## src/rtl/core_cfg_ctrl.sv

```systemverilog
// Core configuration controller: host-writable boot/trap/debug/hart-ID registers, core reset and fetch sequencing, sleep status.
// Latency: register writes take effect 1 cycle after cfg_we; read data returns 1 cycle after cfg_re; core_rst_n_o/fetch_enable_o are registered.
// Backpressure: none; the host bus is strobe-based, and every read produces a response on the following cycle.
module core_cfg_ctrl #(
    parameter int unsigned RST_CYCLES    = 8,
    parameter int unsigned SETTLE_CYCLES = 2,
    parameter logic [31:0] BOOT_ADDR_RST = 32'h0000_0080,
    parameter logic [31:0] HART_ID_RST   = 32'h0
) (
    input  logic        clk,
    input  logic        rst,
    input  logic        cfg_we,
    input  logic        cfg_re,
    input  logic [2:0]  cfg_addr,
    input  logic [31:0] cfg_wdata,
    output logic [31:0] cfg_rdata,
    output logic        cfg_rvalid,
    output logic        core_rst_n_o,
    output logic        fetch_enable_o,
    output logic        pulp_clock_en_o,
    output logic        scan_cg_en_o,
    output logic [31:0] boot_addr_o,
    output logic [31:0] mtvec_addr_o,
    output logic [31:0] dm_halt_addr_o,
    output logic [31:0] dm_exception_addr_o,
    output logic [31:0] hart_id_o,
    input  logic        core_sleep_i
);

    localparam int unsigned CNT_MAX = (RST_CYCLES > SETTLE_CYCLES) ? RST_CYCLES : SETTLE_CYCLES;
    localparam int CNT_W = $clog2(CNT_MAX + 1);

    typedef enum logic [1:0] {
        IDLE   = 2'd0,
        HOLD   = 2'd1,
        SETTLE = 2'd2,
        RUN    = 2'd3
    } state_t;

    state_t             state_q, state_d;
    logic [CNT_W-1:0]   cnt_q, cnt_d;
    logic               sleep_q, sleep_seen_q, lock_err_q;
    logic               ctrl_wr, start_cmd, stop_cmd, clr_cmd;
    logic               reg_wr, reg_wr_ok, lock_set, sleep_set;
    logic               core_rst_n_d, fetch_d;
    logic [31:0]        rd_mux;

    assign ctrl_wr   = cfg_we && (cfg_addr == 3'd5);
    assign start_cmd = ctrl_wr && cfg_wdata[0];
    assign stop_cmd  = ctrl_wr && cfg_wdata[1];
    assign clr_cmd   = ctrl_wr && cfg_wdata[3];
    assign reg_wr    = cfg_we && (cfg_addr <= 3'd4);
    assign reg_wr_ok = reg_wr && (state_q == IDLE);
    assign lock_set  = reg_wr && (state_q != IDLE);
    assign sleep_set = sleep_q && (state_q == RUN);

    assign scan_cg_en_o = 1'b0;

    always_comb begin
        state_d = state_q;
        cnt_d   = cnt_q;
        if (stop_cmd) begin
            state_d = IDLE;
            cnt_d   = '0;
        end else begin
            case (state_q)
                IDLE: begin
                    if (start_cmd) begin
                        state_d = HOLD;
                        cnt_d   = CNT_W'(RST_CYCLES - 1);
                    end
                end
                HOLD: begin
                    if (cnt_q == '0) begin
                        state_d = SETTLE;
                        cnt_d   = CNT_W'(SETTLE_CYCLES - 1);
                    end else begin
                        cnt_d = cnt_q - 1'b1;
                    end
                end
                SETTLE: begin
                    if (cnt_q == '0) begin
                        state_d = RUN;
                    end else begin
                        cnt_d = cnt_q - 1'b1;
                    end
                end
                default: state_d = state_q;
            endcase
        end
    end

    // Outputs follow the state one cycle late, so reset release lands at start+1+RST_CYCLES;
    // a stop drops them on the same edge the FSM returns to IDLE.
    assign core_rst_n_d = !stop_cmd && ((state_q == SETTLE) || (state_q == RUN));
    assign fetch_d      = !stop_cmd && (state_q == RUN);

    always_comb begin
        rd_mux = 32'd0;
        case (cfg_addr)
            3'd0: rd_mux = boot_addr_o;
            3'd1: rd_mux = mtvec_addr_o;
            3'd2: rd_mux = dm_halt_addr_o;
            3'd3: rd_mux = dm_exception_addr_o;
            3'd4: rd_mux = hart_id_o;
            3'd5: rd_mux = {29'd0, pulp_clock_en_o, 2'b00};
            3'd6: rd_mux = {27'd0, lock_err_q, sleep_seen_q, sleep_q, state_q};
            default: rd_mux = 32'd0;
        endcase
    end

    always_ff @(posedge clk) begin
        if (rst) begin
            state_q             <= IDLE;
            cnt_q               <= '0;
            core_rst_n_o        <= 1'b0;
            fetch_enable_o      <= 1'b0;
            pulp_clock_en_o     <= 1'b0;
            cfg_rvalid          <= 1'b0;
            cfg_rdata           <= 32'd0;
            boot_addr_o         <= BOOT_ADDR_RST;
            mtvec_addr_o        <= 32'd0;
            dm_halt_addr_o      <= 32'd0;
            dm_exception_addr_o <= 32'd0;
            hart_id_o           <= HART_ID_RST;
            sleep_q             <= 1'b0;
            sleep_seen_q        <= 1'b0;
            lock_err_q          <= 1'b0;
        end else begin
            state_q        <= state_d;
            cnt_q          <= cnt_d;
            core_rst_n_o   <= core_rst_n_d;
            fetch_enable_o <= fetch_d;
            cfg_rvalid     <= cfg_re;
            cfg_rdata      <= cfg_re ? rd_mux : 32'd0;
            sleep_q        <= core_sleep_i;
            if (ctrl_wr) begin
                pulp_clock_en_o <= cfg_wdata[2];
            end
            if (reg_wr_ok) begin
                case (cfg_addr)
                    3'd0: boot_addr_o         <= cfg_wdata;
                    3'd1: mtvec_addr_o        <= cfg_wdata;
                    3'd2: dm_halt_addr_o      <= cfg_wdata;
                    3'd3: dm_exception_addr_o <= cfg_wdata;
                    default: hart_id_o        <= cfg_wdata;
                endcase
            end
            // A set in the same cycle as clr_sticky wins.
            if (sleep_set) begin
                sleep_seen_q <= 1'b1;
            end else if (clr_cmd) begin
                sleep_seen_q <= 1'b0;
            end
            if (lock_set) begin
                lock_err_q <= 1'b1;
            end else if (clr_cmd) begin
                lock_err_q <= 1'b0;
            end
        end
    end

endmodule

```

## config.mk

```make
export PLATFORM = sky130hd
export DESIGN_NAME = core_cfg_ctrl
export DESIGN_NICKNAME = d
export VERILOG_FILES = /design/src/rtl/core_cfg_ctrl.sv
export SDC_FILE = /design/constraint.sdc
export NUM_CORES = 1
export LEC_CHECK = 0
export CORE_ASPECT_RATIO = 1.1
export CORE_MARGIN = 1
export CORE_UTILIZATION = 40
export DETAILED_ROUTE_END_ITERATION = 12
export PLACE_DENSITY = 0.78
export RECOVER_POWER = 50
export SETUP_SLACK_MARGIN = 0.4
export SLEW_MARGIN = 20
export SYNTH_ARGS = -nofsm -noshare
export SYNTH_HDL_FRONTEND = slang
export SYNTH_SLANG_ARGS = --single-unit
```

## constraint.sdc

```tcl
create_clock -name clk -period 3.7 [get_ports clk]
set_input_delay 0.37 -clock clk [delete_from_list [all_inputs] [get_ports clk]]
set_output_delay 0.37 -clock clk [all_outputs]
set_load 0.02 [all_outputs]
```

### Word-level counts from Yosys, hierarchy flattened

Cells that the tools add are included.
W data, S select, Z words.

| storage, ports and cells | value |
|---|---|
| output and inout port bits | 197 |
| bits of input ports | 40 |
| register bits | 205 |

| operators by class | value |
|---|---|
| reduce and logical (&&, ||, !) cells | 29 |
| bitwise gates (word level) | 2 |
| magnitude comparators | 1 |
| mux-type cells | 12 |
| eq/ne operators | 13 |
| add/subtract/negate cells | 1 |

Operators with widths:

| kind | number |
|---|---|
| $pmux W32 S7 | 1 |
| $mux W4 | 3 |
| $pmux W4 S3 | 1 |
| $logic_and A1 B1 Y1 | 10 |
| $reduce_and A2 Y1 | 5 |
| $eq A3 B3 Y1 const B | 3 |
| $ne A2 B2 Y1 const B | 4 |
| $eq A3 B2 Y1 const B | 2 |
| $mux W2 | 3 |
| $pmux W2 S3 | 1 |
| $reduce_bool A2 Y1 | 3 |
| $eq A2 B2 Y1 const B | 2 |
| $logic_not A4 Y1 | 1 |
| $reduce_and A4 Y1 | 1 |
| $reduce_or A2 Y1 | 2 |
| $reduce_or A4 Y1 | 1 |
| $sub A4 B1 Y4 const B | 1 |
| $eq A3 B1 Y1 const B | 1 |
| $le A3 B3 Y1 const B | 1 |
| $logic_not A3 Y1 | 1 |
| $mux W1 | 3 |
| $reduce_and A3 Y1 | 1 |
| $reduce_bool A3 Y1 | 1 |
| $eq A2 B1 Y1 const B | 1 |
| other kinds (4) | 5 |

### Logic depth before layout (Yosys ltp)

Gate-level depths: netlist (run 1).

| depth | value |
|---|---|
| depth in word-level cells | 5 |
| depth in mapped cells | 8 |
| mapped depth without buffers | 6 |

### Least setup slack after synthesis (run 1)

No wires, ideal clock.

| timing | value |
|---|---|
| path kind | reg-to-reg |
| from | register state_q[1] |
| to | register hart_id_o[10] |
| path buffers | 2 |
| data arrival time | 1.653 ns |
| stages on the path, launching flop included | 9 |
| clock period less this slack | 1.785 ns |
| required time | 3.568 ns |
| path slack | 1.915 ns |
| library setup time | 0.132 ns |
| path through | dfxtp_1 > inv_1 > ha_1 > nand2_2 > or4b_1 > clkbuf_1 > buf_2 > nand2_1 > a21oi_1 |

| between the ends | value |
|---|---|
| longest elaborated chain between the ends | 3 |

Ends and longest elaborated chain:

| item | line | text |
|---|---|---|
| start, declared | 40 | `state_t state_q, state_d;` |
| start signal, assigned | 130 | `state_q <= state_d;` |
| $logic_not A2 Y1 | 53 | `assign reg_wr_ok = reg_wr && (state_q == IDLE);` |
| $logic_and A1 B1 Y1 | 53 |  |
| $reduce_and A2 Y1 (no source line) | -- |  |
| end signal, assigned | 146 | `default: hart_id_o <= cfg_wdata;` |
| end, declared | 26 | `output logic [31:0] hart_id_o,` |

Every way passes these cells.
A chain may end at the register's enable or synchronous reset.

### Worst setup path in the final report (run 1)

| timing | value |
|---|---|
| from | input port cfg_addr[0] |
| to | register cfg_rdata[19] |

| between the ends | value |
|---|---|
| longest elaborated chain between the ends | 2 |
| elaborated cells on any way between the ends | 8 |
| those cells by class | eq/ne: 6; mux: 1; reduce/logical: 1 |

Ends and longest elaborated chain:

| item | line | text |
|---|---|---|
| start, declared | 14 | `input logic [2:0] cfg_addr,` |
| $eq A3 B3 Y1 (tied with other cells) | 100 | `case (cfg_addr)` |
| $pmux W32 S7 (*) | 100 |  |
| end signal, assigned | 135 | `cfg_rdata <= cfg_re ? rd_mux : 32'd0;` |
| end, declared | 16 | `output logic [31:0] cfg_rdata,` |

Mark *: on every way between the ends. The rest lies on a longest branch, timed or not.

==> impl_metrics.json, run 1 <==
{
  "hold_class": "in -> reg",
  "worst_slack_ns": 0.965,
  "cts.clk_slew.worst_paths_ns": 0.06,
  "row_count": 54,
  "path_class": "in -> reg",
  "drcViolationCount": 0,
  "clk_path_buf_depth": 3,
  "syn-cell-area_mm2": 0.00813,
  "antenna_found_initial": 1,
  "cp_max_fo": 28,
  "drv_cap": 1,
  "ys_seq_area_share_pct": 50.5,
  "start_util_pct": 40.9,
  "die_h_um": 152,
  "h-tree-depth": 1,
  "final_common_cell": "nand2_1",
  "grt_max_degree": 103,
  "drv_slew": 103,
  "synth_ff_type": "dfxtp_1",
  "synth_top_area_share_pct": 50.5,
  "routed_wl_um": 26400,
  "insertion_delay_ns": 0.48,
  "grt_pass1_wl_um": 39900,
  "max_stage_delay_ns": 1.03,
  "hpwl_um": 17900,
  "crit_arrival_ns": 3.09,
  "synth_top_cell_by_area": "dfxtp_1",
  "ir_drop_v": 0.000398,
  "dpl_worst_slack_ns": 1.01,
  "final_util_pct": 56.8,
  "postRouteAntennaNets": 0,
  "synth.area.top_cells": "dfxtp_1 (50%), nand2_1 (15%), a21oi_1 (14%)",
  "hold_slack_ns": 0.237,
  "critPathSlowestCell": "or2_1",
  "final_cell_area_mm2": 0.0113,
  "yosys_warnings": 0,
  "rsz0062_at_grt": "no",
  "postSynthCellCount": 1009,
  "rrSetupSlack_ns": 1.31,
  "gr-total-overflow": 0,
  "root_buffer": "clkbuf_16",
  "slew_headroom_pct": -38.8,
  "tightest_slew_ns": 2.08,
  "via_count": 7880,
  "synthToLayoutAreaGrowth_pct": 38.9,
  "fin_skew_ns": 0.00664,
  "drtPass1Iterations": 5,
  "finalCritPeriodShare_pct": 73.9,
  "path_delay_family": "buffers and inverters",
  "synth.distinct_cells": 50,
  "power.leakage_nw": 4.41,
  "use_met1_pct": 31.6,
  "grt_util_met2_pct": 40.8,
  "placed_cell_area_mm2": 0.0107,
  "p_per_area_mw_per_mm2": 454,
  "fin_nets": 1260,
  "post_route_cells_drive_above_1_share_pct": 5.79,
  "async_flop_share_pct": 0,
  "routedWlPerCell_um": 17.9,
  "first_global_vias": 7391,
  "cts_setup_buffers": 0,
  "worst-path-buf-inv": 2,
  "setup_viol": 0,
  "ys_ff_latch": 205,
  "io_buffers": 235,
  "violations": "capacitance limit, slew limit",
  "cp-start-kind": "primary input",
  "die_area_mm2": 0.0209,
  "finalHoldViolCount": 0,
  "tns_ns": 0,
  "avgViaCountPerCell": 5.33,
  "fmax_mhz": 366,
  "cts_tree": "built",
  "cts_inserted_buffers": 21,
  "syn_area_per_cell_um2": 8.06,
  "period_needed_ns": 2.74,
  "post_cts_resized": 0,
  "crit_top_cell": "a21oi_1",
  "outcome": "complete, but fails checks",
  "gp_congestion": 0.850,
  "path_cells": "dlygate4sd3_1 > clkbuf_1 > or2_1 > nor2_1 > a21oi_1 > a21oi_1",
  "met3_usage_pct": 4.79,
  "cp-end-kind": "register",
  "cts_sinks": 205,
  "cts_hold_buf": 0,
  "final_cell_mix": "nand2_1 (325), a21oi_1 (223), dfxtp_1 (205)",
  "fp.dieW_um": 138,
  "drt_iter0_markers": 619,
  "required_ns": 4.06,
  "io_pins": 237,
  "synth_edf_count": 0,
  "syn_nets": 1056,
  "busiest_layer": "met2",
  "coreArea_mm2": 0.0199,
  "track_usage_pct": 24.7
}
metrics by stage:
stage                     total power [mW]  instances
after floorplan                       2.86       1009
after global placement                3.17       1442
after detailed placement              3.19       1442
after CTS                             5.18       1478
after global routing                  5.32       1479
final                                 5.13       1479
layout make-up:
class / count / area (um2)
Antenna cell: 1 / 2.50
Clock buffer: 31 / 593
Clock inverter: 5 / 50.0
Fill cell: 1778 / 8570
Inverter: 8 / 30.0
Multi-Input combinational cell: 719 / 3690
Sequential cell: 205 / 4100
Tap cell: 252 / 315
Timing Repair Buffer: 258 / 2510
cell usage after synthesis (2+ instances only):
cell type / n
a221oi_1: 2
o31ai_1: 2
nor2b_1: 5
nand3_1: 3
nor2_1: 43
mux2_2: 3
buf_2: 44
or3_1: 3
a22oi_1: 28
mux4_2: 3
dfxtp_1: 205
clkbuf_1: 28
a21oi_1: 223
nand2_1: 325
nand3b_1: 2
a31oi_1: 2
a211oi_1: 2
nand2b_1: 4
o21ai_0: 2
ha_1: 7
buf_4: 4
mux2i_1: 33
inv_1: 8
nand4_1: 2
final timing paths:
kind / from / endpoint / depth (start not counted)
worst max-delay path: cfg_addr[0] / cfg_rdata[19] / 6
worst min-delay path: rst / cfg_rdata[0] / 3
worst max register to register: state_q[1] / mtvec_addr_o[1] / 7
worst min register to register: hart_id_o[22] / hart_id_o[22] / 2
flip-flops by register name, indices dropped and copies added, names as in the netlist:
| signal | count |
|---|---|
| boot_addr_o | 32 |
| cfg_rdata | 32 |
| dm_exception_addr_o | 32 |
| dm_halt_addr_o | 32 |
| hart_id_o | 32 |
| mtvec_addr_o | 32 |
| cnt_q | 4 |
| state_q | 2 |
| cfg_rvalid | 1 |
| core_rst_n_o | 1 |
| fetch_enable_o | 1 |
| lock_err_q | 1 |
| pulp_clock_en_o | 1 |
| sleep_q | 1 |
| sleep_seen_q | 1 |
logic make-up (layout without fill, tap and decap cells):
logic type | after synthesis | after routing | synth area share [%]
flops | 205 | 205 | 50.5
fa+ha+maj | 7 | 7 | 1.08
buf+inv | 85 | 302 | 4.79
mux | 39 | 39 | 5.31
other cells | 1 | 2 | 0.0461
compound gates | 271 | 271 | 18.3
simple gates | 401 | 401 | 20.0
tightest hold or removal path: cells and delay by family:
| family | cells | cell delay [ns] |
|---|---|---|
| simple gates | 2 | 0.18 |
| buf+inv | 1 | 0.11 |
where the power goes:
part           switching (mW)  internal, mW  total [mW]  leakage [nW]
clock                   0.836          1.18        2.01         0.318
combinational           0.475         0.289       0.764          2.44
sequential             0.0675          2.29        2.36          1.66
routing by layer:
layer,share of wire [%],vias to the layer above
met5,0,-
met4,2.6,0
met3,8.8,46
met2,49,357
met1,40,3685
li1,-,3792
No activity file was read; power rests on OpenSTA's default activity.
==> run 2: changes to the inputs <==
==> constraint.sdc (replaced) <==
create_clock -name clk -period 2.7 [get_ports clk]
set_input_delay 0.27 -clock clk [delete_from_list [all_inputs] [get_ports clk]]
set_output_delay 0.27 -clock clk [all_outputs]
set_load 0.02 [all_outputs]
==> impl_metrics.json, run 2 (synthesized netlist as in run 1, its figures left out) <==
{
  "via_count": 8043,
  "use_met1_pct": 31.4,
  "power.leakage_nw": 4.49,
  "fin_nets": 1269,
  "root_buffer": "clkbuf_16",
  "routed_wl_um": 27000,
  "postRouteAntennaNets": 0,
  "r2r-start": "state_q[0]",
  "synthToLayoutAreaGrowth_pct": 40.3,
  "fmax_mhz": 428,
  "drv_cap": 0,
  "tightest_slew_ns": 0.876,
  "die_h_um": 152,
  "routedWlPerCell_um": 18.1,
  "hpwl_um": 18300,
  "finalHoldViolCount": 0,
  "cp-start-kind": "primary input",
  "fp.dieW_um": 138,
  "setup_viol": 0,
  "hold_class": "in -> reg",
  "path_class": "in -> reg",
  "final_util_pct": 57.4,
  "post_route_cells_drive_above_1_share_pct": 6.87,
  "outcome": "finished, final reports clean",
  "post_cts_resized": 0,
  "row_count": 54,
  "crit_end": "dm_exception_addr_o[18]",
  "cts_inserted_buffers": 21,
  "cp-end-kind": "register",
  "cts_setup_buffers": 0,
  "drcViolationCount": 0,
  "reg2reg_depth": 7,
  "h-tree-depth": 1,
  "met3_usage_pct": 3.79,
  "fin_skew_ns": 0.0118,
  "start_util_pct": 40.9,
  "p_total_mw": 7.15,
  "clk_path_buf_depth": 3,
  "cts_tree": "built",
  "finalCritPeriodShare_pct": 86.5,
  "drtPass1Iterations": 5,
  "crit_start": "cfg_addr[0]",
  "io_buffers": 235,
  "cp_max_fo": 16,
  "cts.clk_slew.worst_paths_ns": 0.06,
  "final_cell_mix": "nand2_1 (325), a21oi_1 (223), dfxtp_1 (205)",
  "tns_ns": 0,
  "avgViaCountPerCell": 5.40,
  "antenna_found_initial": 0,
  "insertion_delay_ns": 0.50,
  "busiest_layer": "met2",
  "coreArea_mm2": 0.0199,
  "ir_drop_v": 0.000400,
  "reg2reg_to": "hart_id_o[28]",
  "cts_sinks": 205,
  "insertedDiodeCount": 0,
  "rsz0062_at_grt": "no",
  "drv_slew": 0,
  "drt_iter0_markers": 574,
  "p_per_area_mw_per_mm2": 627,
  "cts_hold_buf": 0,
  "gr-total-overflow": 0,
  "rrSetupSlack_ns": 0.59,
  "required_ns": 3.04,
  "final_common_cell": "nand2_1",
  "io_pins": 237,
  "slew_headroom_pct": 41.6,
  "grt_max_degree": 71,
  "first_global_vias": 7601,
  "fillers": 1790,
  "gp_congestion": 0.861,
  "track_usage_pct": 25.1,
  "die_area_mm2": 0.0209,
  "crit_arrival_ns": 2.68,
  "grt_util_met2_pct": 43.2,
  "grt_pass1_wl_um": 40700,
  "period_needed_ns": 2.34
}
==> run 2: cell types whose count changed in the layout (fill, tap and decap cells not counted), moves of 2 or more <==
cell and delta:
buf_4 +7, clkbuf_1 -3, clkbuf_8 +5, clkdlybuf4s50_1 -4
dlygate4sd3_1 +4, inv_6 +2
==> run 2: how the worst min path moves through the flow <==
stage,startpoint,endpoint,cells after the start,slack (ns)
2_1_floorplan,cfg_wdata[7],boot_addr_o[7],2,0.39
3_3_place_gp,hart_id_o[11],hart_id_o[11],2,0.46
3_5_place_dp,dm_halt_addr_o[15],dm_halt_addr_o[15],2,0.46
4_1_cts,rst,lock_err_q,2,0.15
5_1_grt,rst,pulp_clock_en_o,2,0.17
6_report,rst,lock_err_q,2,0.17
==> run 2: layer usage <==
layer,wire length [um],vias to the layer above
met2,13100,364
met3,2210,61
li1,-,3805
met4,786,0
met1,10800,3813
met5,0,-
==> run 2: through the flow <==
stage | setup WS, ns | cell area (um2) | hold WS, ns | instances
floorplan | 0.915 | 8130 | 0.394 | 1009
global placement | 0.448 | 10700 | 0.456 | 1451
detailed placement | 0.381 | 10700 | 0.460 | 1451
CTS | 0.508 | 11400 | 0.153 | 1489
global route | 0.260 | 11400 | 0.170 | 1489
finish | 0.365 | 11400 | 0.172 | 1489
==> run 2: where the power goes <==
| part | total [mW] | internal, mW | switching, mW |
|---|---|---|---|
| Combinational | 1.06 | 0.405 | 0.660 |
| Clock | 2.85 | 1.66 | 1.20 |
| Sequential | 3.23 | 3.14 | 0.0986 |
| Total | 7.15 | 5.20 | 1.96 |
==> run 2: area by class of cell <==
cell class | count | area (um2) | share of cell area, %
flip-flops and latches | 205 | 4100 | 36.0
multi-input cells | 719 | 3690 | 32.3
repair buffers | 267 | 2590 | 22.7
clock buffers | 32 | 647 | 5.67
well taps | 252 | 315 | 2.76
clock inverters | 6 | 37.5 | 0.329
inverters | 8 | 30.0 | 0.263
==> run 2: critical path: stages <==
cell	delay, ns
dlygate4sd3_1	0.76
clkbuf_1	0.42
and3b_1	0.34
nand3_1	0.25
clkbuf_2	0.39
nand2_1	0.16
a21oi_1	0.07
